<file path="src/rtl/mem_0_pkg.sv">
// Shared m0_m1 field widths, the ADDR_LSB default and small helpers used by
// mem_0 and Mem_1.
package mem_0_pkg;

  localparam int unsigned M0_DATA_W       = 32;
  localparam int unsigned M0_REGDEST_W    = 5;
  localparam int unsigned M0_IMM_W        = 16;
  localparam int unsigned M0_NUM_REGS     = 32;
  localparam int unsigned M0_ADDR_LSB_DEF = 2;

  typedef struct packed {
    logic                    oper;
    logic                    readmem;
    logic                    writemem;
    logic                    writereg;
    logic [M0_DATA_W-1:0]    data_addr;
    logic [M0_DATA_W-1:0]    regb;
    logic [M0_REGDEST_W-1:0] regdest;
  } m0_m1_t;

  typedef struct packed {
    logic                    valid;
    logic [M0_REGDEST_W-1:0] dest;
  } ld_slot_t;

  function automatic logic [M0_DATA_W-1:0] sext_imm(input logic [M0_IMM_W-1:0] imm);
    return {{(M0_DATA_W-M0_IMM_W){imm[M0_IMM_W-1]}}, imm};
  endfunction

  // r0 is hard-wired, so a slot naming it never contributes a mask bit.
  function automatic logic [M0_NUM_REGS-1:0] slot_onehot(input ld_slot_t s);
    logic [M0_NUM_REGS-1:0] m;
    m = {M0_NUM_REGS{1'b0}};
    if (s.valid && (s.dest != {M0_REGDEST_W{1'b0}})) begin
      m[s.dest] = 1'b1;
    end else begin
      m = {M0_NUM_REGS{1'b0}};
    end
    return m;
  endfunction

endpackage

</file>
<file path="src/rtl/mem_0_if.sv">
// Issue-to-mem_0 operation bundle and the m0_m1 pipeline register bundle.
interface mem_0_if;
  import mem_0_pkg::*;

  logic                    is_m0_oper;
  logic                    is_m0_readmem;
  logic                    is_m0_writemem;
  logic [M0_DATA_W-1:0]    is_m0_rega;
  logic [M0_IMM_W-1:0]     is_m0_imm;
  logic [M0_DATA_W-1:0]    is_m0_regb;
  logic [M0_REGDEST_W-1:0] is_m0_regdest;
  logic                    is_m0_writereg;

  logic                    m0_m1_oper;
  logic                    m0_m1_readmem;
  logic                    m0_m1_writemem;
  logic                    m0_m1_writereg;
  logic [M0_DATA_W-1:0]    m0_m1_data_addr;
  logic [M0_DATA_W-1:0]    m0_m1_regb;
  logic [M0_REGDEST_W-1:0] m0_m1_regdest;

  modport master (
    output is_m0_oper, is_m0_readmem, is_m0_writemem, is_m0_rega, is_m0_imm,
           is_m0_regb, is_m0_regdest, is_m0_writereg,
    input  m0_m1_oper, m0_m1_readmem, m0_m1_writemem, m0_m1_writereg,
           m0_m1_data_addr, m0_m1_regb, m0_m1_regdest
  );

  modport slave (
    input  is_m0_oper, is_m0_readmem, is_m0_writemem, is_m0_rega, is_m0_imm,
           is_m0_regb, is_m0_regdest, is_m0_writereg,
    output m0_m1_oper, m0_m1_readmem, m0_m1_writemem, m0_m1_writereg,
           m0_m1_data_addr, m0_m1_regb, m0_m1_regdest
  );

endinterface

</file>
<file path="src/rtl/mem_0_load_tracker.sv">
// Two-deep load-destination tracker: slot A holds the load in mem_0's output,
// slot B the one now in Mem_1; the pending mask is their onehot union.
module load_tracker
  import mem_0_pkg::*;
(
  input  logic                    clock,
  input  logic                    reset,
  input  logic                    flush,
  input  logic                    i_load_valid,
  input  logic [M0_REGDEST_W-1:0] i_load_dest,
  output logic [M0_NUM_REGS-1:0]  o_pending_mask
);

  ld_slot_t r_slot_a;
  ld_slot_t r_slot_b;
  ld_slot_t w_slot_a_nxt;

  // Next slot A content; dest is kept at zero when nothing is tracked.
  always_comb begin
    w_slot_a_nxt = '0;
    if (i_load_valid) begin
      w_slot_a_nxt.valid = 1'b1;
      w_slot_a_nxt.dest  = i_load_dest;
    end else begin
      w_slot_a_nxt = '0;
    end
  end

  // Slot shift register; flush squashes both stages of tracking.
  always_ff @(posedge clock or negedge reset) begin
    if (!reset) begin
      r_slot_a <= '0;
      r_slot_b <= '0;
    end else if (flush) begin
      r_slot_a <= '0;
      r_slot_b <= '0;
    end else begin
      r_slot_a <= w_slot_a_nxt;
      r_slot_b <= r_slot_a;
    end
  end

  assign o_pending_mask = slot_onehot(r_slot_a) | slot_onehot(r_slot_b);

endmodule

</file>
<file path="src/rtl/mem_0.sv">
// First data-memory stage: effective address, m0_m1 pipeline register and
// load-use tracker. Optional misaligned-access trap: MEM0_MISALIGN_TRAP_EN.
module mem_0
  import mem_0_pkg::*;
#(
  parameter int unsigned ADDR_LSB = M0_ADDR_LSB_DEF
) (
  input  logic                   clock,
  input  logic                   reset,
  input  logic                   flush,
  mem_0_if.slave                 m0_if,
  output logic [M0_NUM_REGS-1:0] m0_pending_mask,
  output logic                   m0_misalign
);

`ifdef MEM0_MISALIGN_TRAP_EN
  localparam bit TRAP_EN = 1'b1;
`else
  localparam bit TRAP_EN = 1'b0;
`endif

  logic [M0_DATA_W-1:0] w_eff_addr;
  logic                 w_is_load;
  logic                 w_is_store;
  logic                 w_misaligned;
  logic                 w_accept;
  logic                 w_track_valid;
  m0_m1_t               w_stage_nxt;
  m0_m1_t               r_stage;
  logic                 r_misalign;

  assign w_eff_addr = m0_if.is_m0_rega + sext_imm(m0_if.is_m0_imm);

  // Read+write together is illegal and degrades to a plain load.
  assign w_is_load  = m0_if.is_m0_readmem;
  assign w_is_store = m0_if.is_m0_writemem & ~m0_if.is_m0_readmem;

  assign w_misaligned = TRAP_EN & m0_if.is_m0_oper & (w_is_load | w_is_store)
                      & (w_eff_addr[ADDR_LSB-1:0] != {ADDR_LSB{1'b0}});

  assign w_accept      = m0_if.is_m0_oper & ~flush & ~w_misaligned;
  assign w_track_valid = w_accept & w_is_load & m0_if.is_m0_writereg
                       & (m0_if.is_m0_regdest != {M0_REGDEST_W{1'b0}});

  // Next pipeline-register content; anything not accepted becomes a bubble.
  always_comb begin
    w_stage_nxt = '0;
    if (w_accept) begin
      w_stage_nxt.oper      = 1'b1;
      w_stage_nxt.readmem   = w_is_load;
      w_stage_nxt.writemem  = w_is_store;
      w_stage_nxt.writereg  = m0_if.is_m0_writereg;
      w_stage_nxt.data_addr = w_eff_addr;
      w_stage_nxt.regb      = m0_if.is_m0_regb;
      w_stage_nxt.regdest   = m0_if.is_m0_regdest;
    end else begin
      w_stage_nxt = '0;
    end
  end

  // m0_m1 pipeline register and misalign pulse.
  always_ff @(posedge clock or negedge reset) begin
    if (!reset) begin
      r_stage    <= '0;
      r_misalign <= 1'b0;
    end else begin
      r_stage    <= w_stage_nxt;
      r_misalign <= w_misaligned & ~flush;
    end
  end

  load_tracker u_load_tracker (
    .clock          (clock),
    .reset          (reset),
    .flush          (flush),
    .i_load_valid   (w_track_valid),
    .i_load_dest    (m0_if.is_m0_regdest),
    .o_pending_mask (m0_pending_mask)
  );

  assign m0_if.m0_m1_oper      = r_stage.oper;
  assign m0_if.m0_m1_readmem   = r_stage.readmem;
  assign m0_if.m0_m1_writemem  = r_stage.writemem;
  assign m0_if.m0_m1_writereg  = r_stage.writereg;
  assign m0_if.m0_m1_data_addr = r_stage.data_addr;
  assign m0_if.m0_m1_regb      = r_stage.regb;
  assign m0_if.m0_m1_regdest   = r_stage.regdest;
  assign m0_misalign           = r_misalign;

endmodule

</file>
<file path="src/flat_wrapper.sv">
// flat-port wrapper written by rule: the top's interface ports become plain ports
module mem_0_flat import mem_0_pkg::*;
#(
  parameter int unsigned ADDR_LSB = M0_ADDR_LSB_DEF
)
  (clock, reset, flush, m0_pending_mask, m0_misalign, m0_if_is_m0_oper, m0_if_is_m0_readmem, m0_if_is_m0_writemem, m0_if_is_m0_rega, m0_if_is_m0_imm, m0_if_is_m0_regb, m0_if_is_m0_regdest, m0_if_is_m0_writereg, m0_if_m0_m1_oper, m0_if_m0_m1_readmem, m0_if_m0_m1_writemem, m0_if_m0_m1_writereg, m0_if_m0_m1_data_addr, m0_if_m0_m1_regb, m0_if_m0_m1_regdest);
  mem_0_if m0_if_i ();
  input  logic clock;
  input  logic reset;
  input  logic flush;
  output logic [M0_NUM_REGS-1:0] m0_pending_mask;
  output logic m0_misalign;
  input wire logic [$bits(m0_if_i.is_m0_oper)-1:0] m0_if_is_m0_oper;
  input wire logic [$bits(m0_if_i.is_m0_readmem)-1:0] m0_if_is_m0_readmem;
  input wire logic [$bits(m0_if_i.is_m0_writemem)-1:0] m0_if_is_m0_writemem;
  input wire logic [$bits(m0_if_i.is_m0_rega)-1:0] m0_if_is_m0_rega;
  input wire logic [$bits(m0_if_i.is_m0_imm)-1:0] m0_if_is_m0_imm;
  input wire logic [$bits(m0_if_i.is_m0_regb)-1:0] m0_if_is_m0_regb;
  input wire logic [$bits(m0_if_i.is_m0_regdest)-1:0] m0_if_is_m0_regdest;
  input wire logic [$bits(m0_if_i.is_m0_writereg)-1:0] m0_if_is_m0_writereg;
  output wire logic [$bits(m0_if_i.m0_m1_oper)-1:0] m0_if_m0_m1_oper;
  output wire logic [$bits(m0_if_i.m0_m1_readmem)-1:0] m0_if_m0_m1_readmem;
  output wire logic [$bits(m0_if_i.m0_m1_writemem)-1:0] m0_if_m0_m1_writemem;
  output wire logic [$bits(m0_if_i.m0_m1_writereg)-1:0] m0_if_m0_m1_writereg;
  output wire logic [$bits(m0_if_i.m0_m1_data_addr)-1:0] m0_if_m0_m1_data_addr;
  output wire logic [$bits(m0_if_i.m0_m1_regb)-1:0] m0_if_m0_m1_regb;
  output wire logic [$bits(m0_if_i.m0_m1_regdest)-1:0] m0_if_m0_m1_regdest;
  assign m0_if_i.is_m0_oper = m0_if_is_m0_oper;
  assign m0_if_i.is_m0_readmem = m0_if_is_m0_readmem;
  assign m0_if_i.is_m0_writemem = m0_if_is_m0_writemem;
  assign m0_if_i.is_m0_rega = m0_if_is_m0_rega;
  assign m0_if_i.is_m0_imm = m0_if_is_m0_imm;
  assign m0_if_i.is_m0_regb = m0_if_is_m0_regb;
  assign m0_if_i.is_m0_regdest = m0_if_is_m0_regdest;
  assign m0_if_i.is_m0_writereg = m0_if_is_m0_writereg;
  assign m0_if_m0_m1_oper = m0_if_i.m0_m1_oper;
  assign m0_if_m0_m1_readmem = m0_if_i.m0_m1_readmem;
  assign m0_if_m0_m1_writemem = m0_if_i.m0_m1_writemem;
  assign m0_if_m0_m1_writereg = m0_if_i.m0_m1_writereg;
  assign m0_if_m0_m1_data_addr = m0_if_i.m0_m1_data_addr;
  assign m0_if_m0_m1_regb = m0_if_i.m0_m1_regb;
  assign m0_if_m0_m1_regdest = m0_if_i.m0_m1_regdest;
  mem_0 #(.ADDR_LSB(ADDR_LSB)) u_core (.clock(clock), .reset(reset), .flush(flush), .m0_if(m0_if_i), .m0_pending_mask(m0_pending_mask), .m0_misalign(m0_misalign));
endmodule
</file>
<file path="config.mk">
export PLATFORM = sky130hd
export DESIGN_NAME = mem_0_flat
export DESIGN_NICKNAME = d
export VERILOG_FILES = /design/src/rtl/mem_0_pkg.sv /design/src/rtl/mem_0_if.sv /design/src/rtl/mem_0_load_tracker.sv /design/src/rtl/mem_0.sv /design/src/flat_wrapper.sv
export SDC_FILE = /design/constraint.sdc
export NUM_CORES = 1
export LEC_CHECK = 0
export ABC_AREA = 0
export CAP_MARGIN = 20
export CORE_MARGIN = 1.5
export CORE_UTILIZATION = 39
export CTS_BUF_LIST = sky130_fd_sc_hd__clkbuf_8 sky130_fd_sc_hd__clkbuf_16
export CTS_CLUSTER_SIZE = 40
export DETAILED_ROUTE_END_ITERATION = 6
export PLACE_DENSITY = 0.74
export SYNTH_ARGS = -nofsm -noshare
export SYNTH_HDL_FRONTEND = slang
export SYNTH_SLANG_ARGS = --single-unit
</file>
<file path="constraint.sdc">
create_clock -name clock -period 1.4 [get_ports clock]
set_input_delay 0.21 -clock clock [delete_from_list [all_inputs] [get_ports clock]]
set_output_delay 0.21 -clock clock [all_outputs]
set_load 0.1 [all_outputs]
</file>
Word level (Yosys, flattened, before mapping)

Index checks and enable logic that the tools add are counted.
W data, S select, Z words.

Flip-flop bits (word level): 85
Logic and storage cells: 41

Add/sub/neg operators: 1
Order comparisons: 4
Muxes and demuxes: 10
Bitwise operators: 8
Reduce and logical (&&, ||, !) cells: 7

Operators with widths:

| kind                 | count |
|---|---|
| $mux W73             | 1 |
| $mux W32             | 2 |
| $add A32 B32 Y32     | 1 |
| $or A32 B32 Y32      | 1 |
| $mux W6              | 3 |
| $reduce_bool A5 Y1   | 3 |
| $lt A5 B6 Y1 const B | 2 |
| $demux W1 S5         | 2 |
| $ge A5 B1 Y1 const B | 2 |
| $and A1 B1 Y1        | 5 |
| $logic_and A1 B1 Y1  | 4 |
| $mux W1              | 2 |
| $not A1 Y1           | 2 |

Longest topological paths before layout

Depth in word-level cells: 7
Gate-level depth with buffers: 10

Hierarchy

From an unflattened synthesis, not the netlist that was laid out.

Cells, all modules: 512
Area total of the unflattened synthesis: 4,884.7 um^2

By module, submodules not included:

| module       | instances | cells an instance | area each (um^2) |
|---|---|---|---|
| mem_0        | 1         | 429               | 4,116.4 |
| load_tracker | 1         | 83                | 768.2 |

Worst setup path after synthesis

Ideal clock, no wire load.

Path kind: register to output
Start: reg u_core.u_load_tracker.r_slot_b[5] in the netlist's numbering
End: out m0_pending_mask[11]
Arrival: 3,044 ps
Path slack: -1,854 ps
Cell stages (with the launch flop): 4
Path buffers: 1
Path through: dfrtp_1 -> clkbuf_1 -> nand3_1 -> o32ai_1

Word-level cells in the longest chain between the ends: 3

Ends and longest elaborated chain:

| item                   | line                     | source |
|---|---|---|
| start, declared        | mem_0_load_tracker.sv:15 | `ld_slot_t r_slot_b;` |
| start signal, assigned | mem_0_load_tracker.sv:39 | `r_slot_b <= r_slot_a;` |
| $logic_and A1 B1 Y1    | mem_0_pkg.sv:34          | `if (s.valid && (s.dest != {M0_REGDEST_W{1'b0}})) begin` |
| $mux W32               | mem_0_pkg.sv:34          |  |
| $or A32 B32 Y32        | mem_0_load_tracker.sv:43 | `assign o_pending_mask = slot_onehot(r_slot_a) \| slot_onehot(r_slot_b);` |
| end, declared          | flat_wrapper.sv:11       | `output logic [M0_NUM_REGS-1:0] m0_pending_mask;` |

Every way passes these cells.

==> metrics <==
worst setup margin -847.9 ps; sequential group share of total power 28.4%; DRC violation total after the first TritonRoute iteration roughly 750; DR WL/cell roughly 28 um; final hold violations 0; standard-cell rows 40; data required time at the worst endpoint ~1700 ps; total CTS buffers 9; post-layout power between 9 and 10 mW; total number of vias 6561; register-to-register setup slack between 300 and 400 ps; relative contribution of combinational cells to total power 43.4%; routed vias/inst ~6.4; post-synth top area cell dfrtp_1; worst clock skew on the final layout approximately 4.8 ps; Int Pwr between 5 and 6 mW; part of the Yosys area used for sequential elements between 40% and 50%; net switching share of the total power 37.80%; total iterations of the first detailed-routing run 6; flip-flop cell with the highest count after synthesis dfrtp_1; overall routing resource usage between 30 and 40%; Cells after Synth 500; antenna diode count 0; width of the chip 113.8 um; total global routing overflow 0; Placement Cell Area approximately 0.0096 mm^2; violations in the final reports negative setup slack; count of max-cap constraint violations 0; Synth-to-Final Area Change 131.3%; most frequent standard cell in the layout excluding fill and tap cells buf_4; arrival time at the worst endpoint between 2000 and 3000 ps; final wirelength roughly 29 mm; Ys Warns 0; Slew Limit Fails 0; maximum operating frequency ~440 MHz; Post-synth EDFFs 0; H-tree levels 3; final critical-path required period 2248 ps; vertical extent of the die between 100 and 150 um; clock-pin slew of the registers on the worst-case setup and hold paths 70 ps; synthesized cell area 0.004787 mm^2; synth top area cells dfrtp_1, ha_1, and2_1; minimum setup slack after placement -1413 ps; final HPWL from detailed placement about 15 mm; worst hold slack after final layout between 200 and 250 ps; number of synthesized register bits 85; Remaining DRCs 0; Final nets between 900 and 1000; maximum ir drop on the vdd rail roughly 0.00064 V; tightest slew margin relative to the limit 50.54%; WHS Endpoint u_core.m0_if.m0_m1_data_addr[0]; crit end category flop; Reg2Reg Depth 4; Worst Min Path Start m0_if_is_m0_imm[0]; power density cells around 860 mW/mm^2; Final Setup Violations a little under 60; number of antenna violations at the first check in global routing 0; distinct cell type count after synthesis 52; clock root buffer clkbuf_16; clock latency on the worst-skew pair between 300 and 400 ps; highest-count cells in the layout ignoring fill and taps buf_4, buf_12, dfrtp_1; crit path max fanout 8; syn avg cell area about 9.6 um^2; sum of negative setup slack -29920 ps; Setup crit start kind input port; Sw Pwr about 3.6 mW; source of the critical timing path m0_if_is_m0_imm[15]; wire length of the first global-routing pass 36.26 mm; core region area around 0.012 mm^2; largest buffer count on any clock path 2; critical path class input port to flop; fraction of post-synthesis cell area in the top cell type by area ~44%; fin area 0.01107 mm^2; count of port buffers added during placement ~200; floorplan die area roughly 0.013 mm^2; unrepaired setup endpoints after global routing yes; TritonCTS sink count between 80 and 90; terminus of the critical flop-to-flop path u_core.u_load_tracker.r_slot_b[3]; clock tree from TritonCTS built; largest net degree at the start of global routing between 40 and 50; Final period util 160.6%; result of the run finished, violations left; Leak Pwr 4.741 nW; worst slew pin tran between 700 and 800 ps; cell depth of the worst hold path 3; antenna-violating nets left 0; class of the worst hold path input port to flop; portion of total power attributed to the clock network 28.2%; number of global-route vias before repair between 6000 and 7000; effective utilization at floorplan 39.85%; Final Wtd Congestion ~0.95; worst r2r src u_core.u_load_tracker.r_slot_a[3]; number of ports placed on the die boundary around 200; share of cells above drive strength 1 55.72%; fraction of registers with async set or reset after synthesis 100.0%
worst max-delay path by stage:
stage / to / slack [ps]
global route: u_core.m0_if.m0_m1_data_addr[26] / -830
floorplan: u_core.m0_if.m0_m1_data_addr[28] / -860
CTS: u_core.m0_if.m0_m1_data_addr[28] / -680
finish: u_core.m0_if.m0_m1_data_addr[28] / -850
global placement: u_core.m0_if.m0_m1_data_addr[28] / -1370
detailed placement: u_core.m0_if.m0_m1_data_addr[28] / -1410
power groups by stage:
stage | Combinational (mW) | Sequential [mW] | Clock [mW]
global route | 4.21 | 2.71 | 2.81
finish | 4.14 | 2.71 | 2.69
global placement | 3.15 | 2.74 | 0
CTS | 3.54 | 2.70 | 2.66
floorplan | 0.873 | 3.55 | 0
detailed placement | 3.21 | 2.74 | 0
per-stage QoR:
| step | utilization (%) | std cells |
|---|---|---|
| 4_1_cts | 88.88 | 1003 |
| 3_5_place_dp | 79.74 | 957 |
| 6_report | 92.20 | 1021 |
| 3_3_place_gp | 79.74 | 957 |
| 2_1_floorplan | - | 501 |
| 5_1_grt | 92.20 | 1021 |
logic make-up (layout without fill, tap and decap cells):
logic type / after synthesis / after routing / share of synthesized area (%)
xor gates and xnor gates: 23 / 23 / 4.208
buffers and inverters: 30 / 403 / 2.561
DFF: 85 / 85 / 44.43
adders and majority gates: 32 / 32 / 8.521
and+or+nand+nor: 193 / 193 / 21.51
AOI/OAI and AO/OA: 136 / 136 / 18.69
other: 1 / 2 / 0.07834
worst max-delay path, stage by stage:
cell and delay, ps:
buf_12 120, buf_12 160, ha_2 370, buf_4 150, nand2_1 140, nor4_1 590
a31oi_2 200, or4_1 510, nand3_1 80
sequential cells by signal (all words and copies together) (netlist names):
| name | count |
|---|---|
| u_core.m0_if.m0_m1_regdest | 5 |
| u_core.u_load_tracker.r_slot_a | 6 |
| u_core.m0_if.m0_m1_readmem | 1 |
| u_core.m0_if.m0_m1_oper | 1 |
| u_core.m0_if.m0_m1_writereg | 1 |
| u_core.m0_if.m0_m1_writemem | 1 |
| u_core.m0_if.m0_m1_regb | 32 |
| u_core.m0_if.m0_m1_data_addr | 32 |
| u_core.u_load_tracker.r_slot_b | 6 |
synthesized netlist by cell type (3+ instances only):
library cell / count
dfrtp_1: 85
and2_1: 46
nor2_1: 43
nand2_1: 33
ha_1: 31
o22ai_1: 29
a21oi_1: 28
o21ai_0: 27
clkbuf_1: 17
xor2_1: 12
xnor2_1: 11
nand3_1: 10
nand4_1: 10
inv_1: 9
nand3b_1: 9
o21a_1: 8
nand2b_1: 7
nor3_1: 7
a21o_1: 6
nor2b_1: 6
a211oi_1: 5
a31oi_1: 5
o211ai_1: 4
o21bai_1: 4
or3b_2: 4
nor3b_1: 3
nor4_1: 3
o31ai_1: 3
or3_1: 3
or4_1: 3
final cells by class:
cell class              instances  area (um^2)
well taps                     147        183.9
inverters                       9        33.78
fillers                       374        937.1
flip-flops and latches         85         2137
clock inverters                 6        87.58
repair buffers                378         4493
clock buffers                  10        239.0
multi-input cells             386         3900
metal layers:
metal  vias to the layer above  wire length (um)  GRT usage [%]
met5                         -                 0              0
met4                         0              2694          18.42
met3                       265              2599          6.748
met2                       602             14360          69.04
met1                      3154              9362          40.15
li1                       2540                 -              -
what timing repair did:
action / in CTS / in global routing
pin swaps: 68 / 74
setup buffers: 33 / 26
gates resized for setup: 201 / 90
hold buffers: 1 / 0
hold endpoints to repair: 24 / 0
setup endpoints to repair: 59 / 90
Note: power is estimated with default switching activity, not from simulation.
